`src/rtl/octree_pkg.sv`:
```
// octree_pkg: shared op codes, response codes, FSM states and SRAM geometry
package octree_pkg;
   localparam int SRAM_AW = 10;
   localparam int SRAM_DW = 64;
   typedef enum logic [1:0] {OP_IDLE = 2'd0, OP_SEARCH = 2'd1, OP_ADD = 2'd2, OP_DEL = 2'd3} op_e;
   typedef enum logic [1:0] {RSP_OK = 2'd0, RSP_TIMEOUT = 2'd1, RSP_BAD_DONE = 2'd2, RSP_NOP = 2'd3} rsp_e;
   typedef enum logic [2:0] {S_IDLE, S_LOAD, S_KICK, S_WAIT, S_DRAIN, S_RESP} state_e;
endpackage

```
`src/rtl/octree_rd_skid.sv`:
```
// octree_rd_skid: 2-entry FIFO catching in/out SRAM read data while the result stream stalls
//   push_i/wdata_i  read data returning one cycle after the read request
//   pop_i           result-stream handshake (asserted only while valid_o)
//   valid_o/data_o  head entry
//   count_o         occupancy, used by the read-issue throttle
module octree_rd_skid
   import octree_pkg::*;
(
   input  logic               clk,
   input  logic               rst,
   input  logic               push_i,
   input  logic [SRAM_DW-1:0] wdata_i,
   input  logic               pop_i,
   output logic               valid_o,
   output logic [SRAM_DW-1:0] data_o,
   output logic [1:0]         count_o
);
   logic [SRAM_DW-1:0] mem_q [2];
   logic               wr_q, rd_q;
   logic [1:0]         cnt_q;
   always_ff @(posedge clk or posedge rst)
      if (rst) begin
         wr_q  <= 1'b0;
         rd_q  <= 1'b0;
         cnt_q <= 2'd0;
      end else begin
         wr_q  <= wr_q ^ push_i;
         rd_q  <= rd_q ^ pop_i;
         cnt_q <= cnt_q + {1'b0, push_i} - {1'b0, pop_i};
      end
   always_ff @(posedge clk)
      if (push_i) mem_q[wr_q] <= wdata_i;
   assign valid_o = cnt_q != 2'd0;
   assign data_o  = mem_q[rd_q];
   assign count_o = cnt_q;
endmodule

```
`src/rtl/octree_host_sequencer.sv`:
```
// octree_host_sequencer: host-side command sequencer for the Octree accelerator
//   cmd_*     command port (valid/ready), fields latched on handshake
//   in_*      ADD feature-word stream written into the in/out SRAM
//   out_*     SEARCH result stream read back from the in/out SRAM (backpressured)
//   rsp_*     one-cycle completion pulse with status
//   csr_*     Octree control/status pins
//   sram_*    in/out SRAM host port (read data one cycle after a read request)
module octree_host_sequencer
   import octree_pkg::*;
#(
   parameter int TREE_LEVEL                = 4,
   parameter int ENCODE_ADDR_WIDTH         = 3 * TREE_LEVEL + $clog2(TREE_LEVEL),
   parameter int INPUT_FEATURE_START_ADDR  = 0,
   parameter int OUTPUT_FEATURE_START_ADDR = 10,
   parameter int TIMEOUT_CYCLES            = 65535
) (
   input  logic                         clk,
   input  logic                         rst,
   input  logic                         cmd_valid_i,
   output logic                         cmd_ready_o,
   input  logic [1:0]                   cmd_op_i,
   input  logic [SRAM_AW-1:0]           cmd_len_i,
   input  logic [ENCODE_ADDR_WIDTH-1:0] cmd_pos_encode_i,
   input  logic [3:0]                   cmd_tree_num_i,
   input  logic [4:0][15:0]             cmd_lod_param_i,
   input  logic                         in_valid_i,
   output logic                         in_ready_o,
   input  logic [SRAM_DW-1:0]           in_data_i,
   output logic                         out_valid_o,
   input  logic                         out_ready_i,
   output logic [SRAM_DW-1:0]           out_data_o,
   output logic                         out_last_o,
   output logic                         rsp_valid_o,
   output logic [1:0]                   rsp_status_o,
   output logic [ENCODE_ADDR_WIDTH-1:0] csr_pos_encode_o,
   output logic [3:0]                   csr_tree_num_o,
   output logic [4:0][15:0]             csr_lod_param_o,
   output logic [1:0]                   csr_ctrl_o,
   input  logic [1:0]                   csr_op_done_i,
   output logic                         csr_local_sram_en_o,
   output logic                         csr_in_out_sram_en_o,
   output logic                         sram_req_o,
   output logic                         sram_we_o,
   output logic [SRAM_AW-1:0]           sram_addr_o,
   output logic [SRAM_DW-1:0]           sram_wdata_o,
   input  logic [SRAM_DW-1:0]           sram_rdata_i
);
   localparam int TW = $clog2(TIMEOUT_CYCLES + 1);
   localparam logic [SRAM_AW-1:0] IN_BASE  = SRAM_AW'(INPUT_FEATURE_START_ADDR % (1 << SRAM_AW));
   localparam logic [SRAM_AW-1:0] OUT_BASE = SRAM_AW'(OUTPUT_FEATURE_START_ADDR % (1 << SRAM_AW));
   state_e                       state_q, state_d;
   rsp_e                         st_q, st_d;
   logic [1:0]                   op_q;
   logic [SRAM_AW-1:0]           len_q, idx_q, idx_d, beat_q, beat_d;
   logic [TW-1:0]                tmo_q, tmo_d;
   logic [ENCODE_ADDR_WIDTH-1:0] pos_q;
   logic [3:0]                   tree_q;
   logic [4:0][15:0]             lod_q;
   logic                         rdy_q, pend_q, cmd_fire, ld_we, pop, issue, last_in, last_out, sk_valid;
   logic [SRAM_DW-1:0]           sk_data;
   logic [1:0]                   sk_cnt, occ;
   assign cmd_fire = cmd_valid_i & rdy_q;
   assign ld_we    = (state_q == S_LOAD) & in_valid_i;
   assign pop      = sk_valid & out_ready_i;
   // reads in flight plus skid words left after this cycle's pop must stay below 2
   assign occ      = {1'b0, pend_q} + sk_cnt - {1'b0, pop};
   assign issue    = (state_q == S_DRAIN) & (idx_q != len_q) & (occ < 2'd2);
   assign last_in  = idx_q == len_q - 1'b1;
   assign last_out = beat_q == len_q - 1'b1;
   always_comb begin
      state_d    = state_q;
      st_d       = st_q;
      idx_d      = idx_q;
      beat_d     = beat_q;
      tmo_d      = '0;
      csr_ctrl_o = OP_IDLE;
      case (state_q)
         S_IDLE: if (cmd_fire) begin
            state_d = cmd_op_i == OP_IDLE ? S_RESP : (cmd_op_i == OP_ADD && cmd_len_i != '0) ? S_LOAD : S_KICK;
            st_d    = cmd_op_i == OP_IDLE ? RSP_NOP : RSP_OK;
            idx_d   = '0;
            beat_d  = '0;
         end
         S_LOAD: if (ld_we) begin
            idx_d   = last_in ? '0 : idx_q + 1'b1;
            state_d = last_in ? S_KICK : S_LOAD;
         end
         S_KICK: begin
            csr_ctrl_o = op_q;
            state_d    = S_WAIT;
         end
         S_WAIT: if (csr_op_done_i != 2'd0) begin
            st_d    = csr_op_done_i == op_q ? RSP_OK : RSP_BAD_DONE;
            state_d = (csr_op_done_i == op_q && op_q == OP_SEARCH && len_q != '0) ? S_DRAIN : S_RESP;
         end else if (tmo_q == TW'(TIMEOUT_CYCLES)) begin
            st_d    = RSP_TIMEOUT;
            state_d = S_RESP;
         end else begin
            csr_ctrl_o = op_q;
            tmo_d      = tmo_q + 1'b1;
         end
         S_DRAIN: begin
            idx_d   = idx_q + {{(SRAM_AW-1){1'b0}}, issue};
            beat_d  = beat_q + {{(SRAM_AW-1){1'b0}}, pop};
            state_d = (pop && last_out) ? S_RESP : S_DRAIN;
         end
         S_RESP: state_d = S_IDLE;
         default: state_d = S_IDLE;
      endcase
   end
   always_ff @(posedge clk or posedge rst)
      if (rst) begin
         state_q <= S_IDLE;
         st_q    <= RSP_OK;
         op_q    <= 2'd0;
         len_q   <= '0;
         idx_q   <= '0;
         beat_q  <= '0;
         tmo_q   <= '0;
         pos_q   <= '0;
         tree_q  <= '0;
         lod_q   <= '0;
         rdy_q   <= 1'b0;
         pend_q  <= 1'b0;
      end else begin
         state_q <= state_d;
         st_q    <= st_d;
         idx_q   <= idx_d;
         beat_q  <= beat_d;
         tmo_q   <= tmo_d;
         rdy_q   <= state_d == S_IDLE;
         pend_q  <= issue;
         if (cmd_fire) begin
            op_q   <= cmd_op_i;
            len_q  <= cmd_len_i;
            pos_q  <= cmd_pos_encode_i;
            tree_q <= cmd_tree_num_i;
            lod_q  <= cmd_lod_param_i;
         end
      end
   octree_rd_skid u_skid (
      .clk     (clk),
      .rst     (rst),
      .push_i  (pend_q),
      .wdata_i (sram_rdata_i),
      .pop_i   (pop),
      .valid_o (sk_valid),
      .data_o  (sk_data),
      .count_o (sk_cnt)
   );
   assign cmd_ready_o          = rdy_q;
   assign in_ready_o           = state_q == S_LOAD;
   assign csr_in_out_sram_en_o = (state_q == S_LOAD) | (state_q == S_DRAIN);
   assign csr_local_sram_en_o  = 1'b0;
   assign sram_req_o           = ld_we | issue;
   assign sram_we_o            = ld_we;
   assign sram_addr_o          = ld_we ? IN_BASE + idx_q : issue ? OUT_BASE + idx_q : '0;
   assign sram_wdata_o         = ld_we ? in_data_i : '0;
   assign out_valid_o          = sk_valid;
   assign out_data_o           = sk_valid ? sk_data : '0;
   assign out_last_o           = sk_valid & last_out;
   assign rsp_valid_o          = state_q == S_RESP;
   assign rsp_status_o         = st_q;
   assign csr_pos_encode_o     = pos_q;
   assign csr_tree_num_o       = tree_q;
   assign csr_lod_param_o      = lod_q;
endmodule
```
`config.mk`:
```
export PLATFORM = sky130hd
export DESIGN_NAME = octree_host_sequencer
export DESIGN_NICKNAME = d
export VERILOG_FILES = /design/src/rtl/octree_pkg.sv /design/src/rtl/octree_rd_skid.sv /design/src/rtl/octree_host_sequencer.sv
export SDC_FILE = /design/constraint.sdc
export NUM_CORES = 1
export LEC_CHECK = 0
export CAP_MARGIN = 10
export CORE_AREA = 4 4 190 192
export DETAILED_ROUTE_END_ITERATION = 10
export DIE_AREA = 0 0 194 196
export GPL_ROUTABILITY_DRIVEN = 0
export GPL_TIMING_DRIVEN = 1
export PLACE_DENSITY = 0.7
export SKIP_CTS_REPAIR_TIMING = 1
export SLEW_MARGIN = 20
export SYNTH_ARGS = -nofsm -noshare
export SYNTH_HDL_FRONTEND = slang
export SYNTH_SLANG_ARGS = --single-unit
```
`constraint.sdc`:
```
create_clock -name clk -period 9.1 [get_ports clk]
set_clock_uncertainty 0.15 [all_clocks]
set_input_delay 1.365 -clock clk [delete_from_list [all_inputs] [get_ports clk]]
set_output_delay 1.365 -clock clk [all_outputs]
set_load 0.1 [all_outputs]
```
; ---- Word level (Yosys, flattened, before mapping)
; Memory sizes are Yosys's and may differ from the RTL's.
; Cells that the tools add are included.
[totals]
mem_count = 1
wordCells = 104
mem_bits_rw = 128
ff_bits = 157
inputBits = 245
[mem_list]
columns = memory, words, width, rd, rd_clocked_by_memory_dff, write_ports, line_no
row1 = u_skid.mem_q, 2, 64, 1, 0, 1, octree_rd_skid.sv:18  ; logic [SRAM_DW-1:0] mem_q [2];
[op_classes]
n_reduce_logical = 17
add_sub_neg = 8
muxes = 33
bitwise_logic = 10
n_eq_ne = 15
magnitude_cmp = 1
[op_table]
columns = operator, count
row1 = two-way mux 64 bit, 2
row2 = two-way mux 10 bit, 5
row3 = two-way mux 16 bit, 3
row4 = case mux 10 bit (3 select lines), 1
row5 = adder 10 x 1 -> 10 bit, 2
row6 = equality test 10 bit, 2
row7 = case mux 10 bit (2 select lines), 1
row8 = nonzero test 10 bit, 2
row9 = two-way mux 2 bit, 9
row10 = adder 16 x 1 -> 16 bit (second input constant), 1
row11 = equality test 16 bit (second input constant), 1
row12 = two-way mux 3 bit, 5
row13 = case mux 3 bit (5 select lines), 1
row14 = adder 10 x 1 -> 10 bit (second input constant), 1
row15 = adder 4 x 10 -> 10 bit (first input constant), 1
row16 = inequality test 10 bit, 1
row17 = subtractor 10 x 1 -> 10 bit (second input constant), 1
row18 = case mux 2 bit (2 select lines), 2
row19 = nonzero test 2 bit, 4
row20 = bitwise AND 1 bit, 6
row21 = equality test 3 x 2 -> 1 bit (second input constant), 2
row22 = equality test 3 bit (second input constant), 2
row23 = zero test 3 bit, 2
row24 = AND reduction 3 bit, 2
row25 = 17 further kinds, 25

; ---- Depth between registers and ports, before layout
; Gate-level depths: netlist of the first run.
[logic_depth]
word_depth = 7
mapped_depth = 17
mapped_depth_nobuf = 17

; ---- Hierarchy
; From an unflattened synthesis of the first run, not the netlist that was laid out.
[hier_totals]
cells_unflattened = 1036
area_unflattened_um2 = 13454.2
[modules_own_cells]
columns = mod, area_each_um2, cells_per_inst, seq_area_each_um2, n_inst
row1 = octree_host_sequencer, 8421.8, 821, 3828.7, 1
row2 = octree_rd_skid, 5032.3, 215, 3943.8, 1

; ---- Worst setup path before layout of the first run
; Ideal clock, no wire load.
[synth_timing]
path_type = input port to output port
startpoint = in out_ready_i
endpoint = out sram_addr_o[7]
cell_stages = 10
t_arrival_ps = 4558
n_path_buf = 0
t_required_ps = 7585
path_slack_ps = 3027
cell_sequence = nand2_1 inv_1 ha_1 inv_1 ha_1 xnor2_1 xnor2_1 a311oi_1 nor2_1 a21oi_1
[synth_via]
elab_chain_len = 6
[synth_lines]
columns = item, line_no
row1 = start: declaration, octree_host_sequencer.sv:30  ; input logic out_ready_i,
row2 = bitwise AND 1 bit, octree_host_sequencer.sv:64  ; assign pop = sk_valid & out_ready_i;
row3 = subtractor 2 x 1 -> 2 bit, octree_host_sequencer.sv:66  ; assign occ = {1'b0, pend_q} + sk_cnt - {1'b0, pop};
row4 = named net occ[1], octree_host_sequencer.sv:61  ; logic [1:0] sk_cnt, occ;
row5 = < comparator 2 bit, octree_host_sequencer.sv:67  ; assign issue = (state_q == S_DRAIN) & (idx_q != len_q) & (occ < 2'd2);
row6 = bitwise AND 1 bit, octree_host_sequencer.sv:67
row7 = named net issue, octree_host_sequencer.sv:59  ; logic rdy_q, pend_q, cmd_fire, ld_we, pop, issue, last_in, last_out, sk_valid;
row8 = two-way mux 10 bit (2 in series), octree_host_sequencer.sv:157  ; assign sram_addr_o = ld_we ? IN_BASE + idx_q : issue ? OUT_BASE + idx_q : '0;
row9 = end: declaration, octree_host_sequencer.sv:44  ; output logic [SRAM_AW-1:0] sram_addr_o,
; The timed path passes the listed nets, and every way through them passes these cells.

; ---- Worst setup path in the final report of the first run
; Same ends and word-level chain as after synthesis.

==> run summary, run 1 <==
Final routed wirelength across all metal layers - 39800 um
IO Count - 494
Number of iterations in the first detailed-routing pass - 5
Critical path cell sequence - clkdlybuf4s50_1, nand2_1, inv_1, ha_1, inv_1, ha_1, xnor2_1, xnor2_1, a311oi_1, nor2_1, a21oi_1, clkdlybuf4s50_1
Worst hold path startpoint - tmo_q[0]
Average vias per placed instance - 4.98
Data arrival at the endpoint of the critical path - 5.47 ns
Via count - 9815
Most common library cell in the layout ignoring fill and taps - sky130_fd_sc_hd__clkdlybuf4s50_1
Setup repair after global routing missed its margin - false
Average detailed-routed wire length per instance - 20.2 um
CP Launch Type - input port
Half-perimeter wire length after placement - 29400 um
Overall die height - 196 um
# H-tree levels - 1
Overall global routing resource usage - 19.7%
Die Outline Area - 38000 um^2
Post-Syn Nets - 1280
Met3 wire len - 3440 um
Highest-count cells in the layout ignoring fill and taps - sky130_fd_sc_hd__clkdlybuf4s50_1, sky130_fd_sc_hd__dfrtp_1, sky130_fd_sc_hd__edfxtp_1
Crit Reg-Reg Startpoint - u_skid.count_o[1]
DRC violations left - 0
Worst reg2reg path depth - 17
Routed length on met1 - 15800 um
Relative slew slack - 22.2%
Final number of setup-violating endpoints - 0
Maximum clock insertion buffer count - 3
Global-route wire length before repair - 59700 um
Synthesized area - 12900 um^2
Length of routed met2 wiring - 19700 um
Start-to-end type of the worst setup path - input port to output port
Total number of clock tree sinks - 285
Largest net degree at the start of global routing - 105
Die W - 194 um
Maximum single-stage delay on the critical path - 1.16 ns
Register area share after synthesis - 60.3%
Worst-Skew Late Latency - 0.56 ns
Ranking of synthesized cells by area - sky130_fd_sc_hd__dfrtp_1, sky130_fd_sc_hd__edfxtp_1, sky130_fd_sc_hd__mux2_2, sky130_fd_sc_hd__mux2i_1, sky130_fd_sc_hd__and3_1
Average cell area after synthesis - 12.6 um^2
Initial cell density of the core - 37.5%
Register bit total from synthesis - 285
YS warnings - 0
Req. time, crit path - 7.59 ns
Result of the run - finished, final reports clean
Total of max-cap violations - 0
Setup crit end kind - output port
Cell with the biggest individual delay on the critical path - sky130_fd_sc_hd__clkdlybuf4s50_1
Initial drt markers - 543
Count of mapped cells out of synthesis - 1023
Final Hold Viols - 0
Highest metal layer with signal wires - met4
Port Buf Inserts - 492
CP top delay family - buffers and inverters
Final Max Slew Viols - 0
Post-route setup TNS - 0 ns
Class of the worst hold path - flip-flop to flip-flop
Transition time at the pin with the least slew margin - 1.16 ns
Post-route fraction of the period consumed by the critical path - 76.8%
Area share of the leading cell type in the synthesized netlist - 30.5%
Count of distinct cell types in the synthesized netlist - 68
Area growth syn-to-layout - 48.8%
Antenna violation net count after detailed routing - 0
CTS clk-pin slew, worst paths - 0.06 ns
Instance count along the most critical hold path - 1
Post-route worst hold slack - 0.339 ns
Maximum net fanout on the critical path - 7
Min Clock Period, post-route - 6.99 ns
Vias in the first global route - 10100
Leading area contributor after synthesis - sky130_fd_sc_hd__dfrtp_1
Post-synth EDFFs - 128
Most used flip-flop cell after synthesis - sky130_fd_sc_hd__dfrtp_1
Cell Rows - 68
Grt total ovfl - 0
Fmax - 143 MHz
Ys async rst share - 55.1%
Clock root buffer - sky130_fd_sc_hd__clkbuf_16
Final net count - 1750
Post-layout worst setup margin - 2.11 ns
Floorplan Core Area - 34400 um^2
Critical Path Source - out_ready_i
Minimum setup slack after placement - 2.10 ns
Share of final-layout standard cells stronger than drive strength 1 - 12.4%
Number of antenna violations at the first check in global routing - 2
Filler cell count in the final layout - 2872
TritonCTS Buffers - 31
Number of gates on the worst path with buffers counted - 12
Clock tree from TritonCTS - built
WP buf/inv - 4
## per-layer routing
metal | GRT usage, % | vias to the layer above
met4 | 4.53 | 0
met5 | 0.511 | -
met1 | 23.9 | 4747
met3 | 6.39 | 49
met2 | 34.4 | 386
li1 | - | 4633
## stage by stage
| stage | util (%) | area, um^2 | instances |
|---|---|---|---|
| floorplan | - | 12900 | 1023 |
| global placement | 53.0 | 18200 | 1915 |
| detailed placement | 53.0 | 18200 | 1915 |
| CTS | 55.8 | 19200 | 1967 |
| global route | 55.8 | 19200 | 1968 |
| finish | 55.8 | 19200 | 1969 |
## kinds of logic after synthesis
group	synth area share [%]
adder cells (fa/ha/maj)	1.24
flip-flops	60.3
multiplexers	15.1
AO/OA/AOI/OAI	5.05
other	0.0291
buffers and inverters	2.59
XOR/XNOR	2.92
AND/OR/NAND/NOR	12.8
## cell usage after synthesis (9+ instances only)
master / count
sky130_fd_sc_hd__mux2i_1: 67
sky130_fd_sc_hd__and3_1: 76
sky130_fd_sc_hd__nand2b_1: 9
sky130_fd_sc_hd__nor3_1: 13
sky130_fd_sc_hd__xnor2_1: 22
sky130_fd_sc_hd__o21ai_0: 19
sky130_fd_sc_hd__nor2_1: 118
sky130_fd_sc_hd__xor2_1: 21
sky130_fd_sc_hd__inv_1: 19
sky130_fd_sc_hd__edfxtp_1: 128
sky130_fd_sc_hd__ha_1: 12
sky130_fd_sc_hd__nand2_1: 41
sky130_fd_sc_hd__clkbuf_1: 49
sky130_fd_sc_hd__nand3_1: 21
sky130_fd_sc_hd__dfrtp_1: 157
sky130_fd_sc_hd__a21oi_1: 23
sky130_fd_sc_hd__mux2_2: 112
## state kept, by name, indices dropped and copies added (netlist names)
signal / flops
idx_q: 10
u_skid.wr_q: 1
cmd_ready_o: 1
u_skid.count_o: 2
rsp_status_o: 2
len_q: 10
pend_q: 1
csr_pos_encode_o: 14
u_skid.rd_q: 1
csr_tree_num_o: 4
op_q: 2
csr_lod_param_o: 80
beat_q: 10
u_skid.mem_q: 128
state_q: 3
tmo_q: 16
## final timing paths
kind | end | slack [ns]
min reg2reg | tmo_q[0] | 0.34
max in group asynchronous | idx_q[1] | 6.24
max | sram_addr_o[7] | 2.11
min in group asynchronous | csr_lod_param_o[7] | 1.27
min | tmo_q[0] | 0.34
max reg2reg | idx_q[7] | 5.13
## area by class of cell
type | instances | area (um^2) | area share (%)
diodes | 2 | 5.00 | 0.0261
clock buffers | 40 | 860 | 4.48
clock inverters | 12 | 92.6 | 0.483
inverters | 22 | 87.6 | 0.457
multi-input cells | 654 | 4810 | 25.1
flip-flops and latches | 285 | 7780 | 40.5
well taps | 455 | 569 | 2.97
repair buffers | 499 | 4980 | 25.9
Power of run 1 is not shown: default switching activity piles up to over one toggle a cycle in this logic, so the estimate is an artifact.
==> run 2: changes to the inputs <==
--- a/config.mk
+++ b/config.mk
@@ -6,12 +6,12 @@
 export NUM_CORES = 1
 export LEC_CHECK = 0
 export CAP_MARGIN = 10
-export CORE_AREA = 4 4 190 192
+export CORE_AREA = 4 4 193 195
 export DETAILED_ROUTE_END_ITERATION = 10
-export DIE_AREA = 0 0 194 196
+export DIE_AREA = 0 0 197 199
 export GPL_ROUTABILITY_DRIVEN = 0
 export GPL_TIMING_DRIVEN = 1
-export PLACE_DENSITY = 0.7
+export PLACE_DENSITY = 0.68
 export SKIP_CTS_REPAIR_TIMING = 1
 export SLEW_MARGIN = 20
 export SYNTH_ARGS = -nofsm -noshare
==> constraint.sdc (replaced) <==
create_clock -name clk -period 7.1 [get_ports clk]
set_clock_uncertainty 0.15 [all_clocks]
set_input_delay 1.065 -clock clk [delete_from_list [all_inputs] [get_ports clk]]
set_output_delay 1.065 -clock clk [all_outputs]
set_load 0.1 [all_outputs]
==> run summary, run 2 (same netlist as run 1, synthesis figures left out) <==
Port Buf Inserts - 492 (unchanged)
Via count - 9934 (+1.2%)
CP Launch Type - input port
Maximum clock insertion buffer count - 3 (unchanged)
Maximum net fanout on the critical path - 7 (unchanged)
Area growth syn-to-layout - 50.1%
Post-route setup TNS - 0 ns (unchanged)
Initial drt markers - 530 (-2.4%)
DRC violations left - 0 (unchanged)
Setup repair after global routing missed its margin - false
Highest-count cells in the layout ignoring fill and taps - sky130_fd_sc_hd__clkdlybuf4s50_1, sky130_fd_sc_hd__dfrtp_1, sky130_fd_sc_hd__edfxtp_1
Final Max Slew Viols - 0 (unchanged)
Die W - 197 um (+1.5%)
Met1 Resource Use GR - 23.8% (-0.12 points)
Final Hold Viols - 0 (unchanged)
# H-tree levels - 2 (+1)
Final number of setup-violating endpoints - 0 (unchanged)
Min Clock Period, post-route - 5.45 ns
Worst-Skew Late Latency - 0.51 ns (-0.05 ns)
Post-route worst hold slack - 0.341 ns (+0.00181 ns)
Instance count along the most critical hold path - 1 (unchanged)
Total of max-cap violations - 0 (unchanged)
Half-perimeter wire length after placement - 29900 um (+1.5%)
Most common library cell in the layout ignoring fill and taps - sky130_fd_sc_hd__clkdlybuf4s50_1
CP top delay family - compound AO/OA/AOI/OAI gates
Share of final-layout standard cells stronger than drive strength 1 - 13.6% (+1.2 points)
Cell Rows - 69 (+1.5%)
Transition time at the pin with the least slew margin - 1.16 ns (-0.00566 ns)
Post-route fraction of the period consumed by the critical path - 76.8%
Floorplan Core Area - 35400 um^2 (+3.0%)
CTS clk-pin slew, worst paths - 0.05 ns (about the same)
Largest register by flop count - u_skid.mem_q
Initial cell density of the core - 36.4% (-1.1 points)
Most Used Layer, Global Route - met2
Critical path cell sequence - clkdlybuf4s50_1, nand2_1, inv_1, ha_1, inv_1, ha_1, xnor2_1, xnor2_1, a311oi_1, nor2_1, a21oi_1, buf_4
Overall die height - 199 um (+1.5%)
Number of gates on the worst path with buffers counted - 12 (unchanged)
Final net count - 1755 (+0.29%)
Class of the worst hold path - flip-flop to flip-flop
Worst reg2reg path depth - 17 (unchanged)
TritonCTS Buffers - 34 (+9.7%)
Number of iterations in the first detailed-routing pass - 5 (unchanged)
Die Outline Area - 39200 um^2 (+3.1%)
Fmax - 183 MHz
Clock tree from TritonCTS - built
Layout Cell Area excl Fill - 19300 um^2 (+0.88%)
Number of antenna violations at the first check in global routing - 2 (unchanged)
Setup crit end kind - output port
Met2 track demand over resource in global routing - 32.8% (-1.6 points)
Final routed wirelength across all metal layers - 40300 um (+1.3%)
Number of flip-flops in the largest register - 128 (unchanged)
Overall global routing resource usage - 19.3% (-0.42 points)
Largest net degree at the start of global routing - 76 (-28%)
Total number of clock tree sinks - 285 (unchanged)
Req. time, crit path - 5.88 ns (-1.71 ns)
Antenna violation net count after detailed routing - 0 (unchanged)
Result of the run - finished, final reports clean
WP buf/inv - 4 (unchanged)
IO Count - 494 (unchanged)
Relative slew slack - 22.6% (+0.38 points)
Average detailed-routed wire length per instance - 20.3 um (+0.51%)
Cell with the biggest individual delay on the critical path - sky130_fd_sc_hd__a311oi_1
Global routing usage on met3 - 7.10% (+0.71 points)
Final cell count without fillers - 1985 (+0.81%)
Average vias per placed instance - 5.00 (+0.40%)
Clock root buffer - sky130_fd_sc_hd__clkbuf_16
Data arrival at the endpoint of the critical path - 4.24 ns (-1.23 ns)
Cell area after placement - 18200 um^2 (about the same)
Start-to-end type of the worst setup path - input port to output port
Global-route wire length before repair - 59800 um (+0.15%)
Grt total ovfl - 0 (unchanged)
Maximum single-stage delay on the critical path - 0.88 ns (-0.28 ns)
Cell count after placement - 1923 (+0.42%)
Vias in the first global route - 10200 (+0.42%)
-- run 2: area by class of cell --
cell class / instances / area [um^2]
Antenna cell: 1 / 2.50
Clock buffer: 45 / 953
Clock inverter: 16 / 180
Fill cell: 3034 / 16000
Inverter: 22 / 87.6
Multi-Input combinational cell: 654 / 4810
Sequential cell: 285 / 7780
Tap cell: 461 / 577
Timing Repair Buffer: 501 / 4960
-- run 2: path summary, 6_finish.rpt --
kind	start	slack [ns]	endpoint
setup / recovery	out_ready_i	1.65	sram_addr_o[7]
hold / removal	tmo_q[0]	0.34	tmo_q[0]
setup reg to reg	u_skid.count_o[0]	3.10	idx_q[7]
hold reg to reg	tmo_q[0]	0.34	tmo_q[0]
max in group asynchronous	rst	4.83	csr_lod_param_o[43]
min in group asynchronous	rst	0.89	csr_lod_param_o[20]
-- run 2: metrics by stage --
| step | utilization [%] | worst slack (ns) |
|---|---|---|
| after global routing | 54.7 | 1.51 |
| final | 54.7 | 1.65 |
| after floorplan | - | 1.61 |
| after global placement | 51.5 | 1.79 |
| after detailed placement | 51.4 | 1.68 |
| after CTS | 54.6 | 1.67 |
-- run 2: metal layers --
layer	vias up	wire length, um
li1	4643	-
met1	4880	15700
met2	368	20100
met3	41	3830
met4	2	668
met5	-	13
Power of run 2 is left out for the same reason.
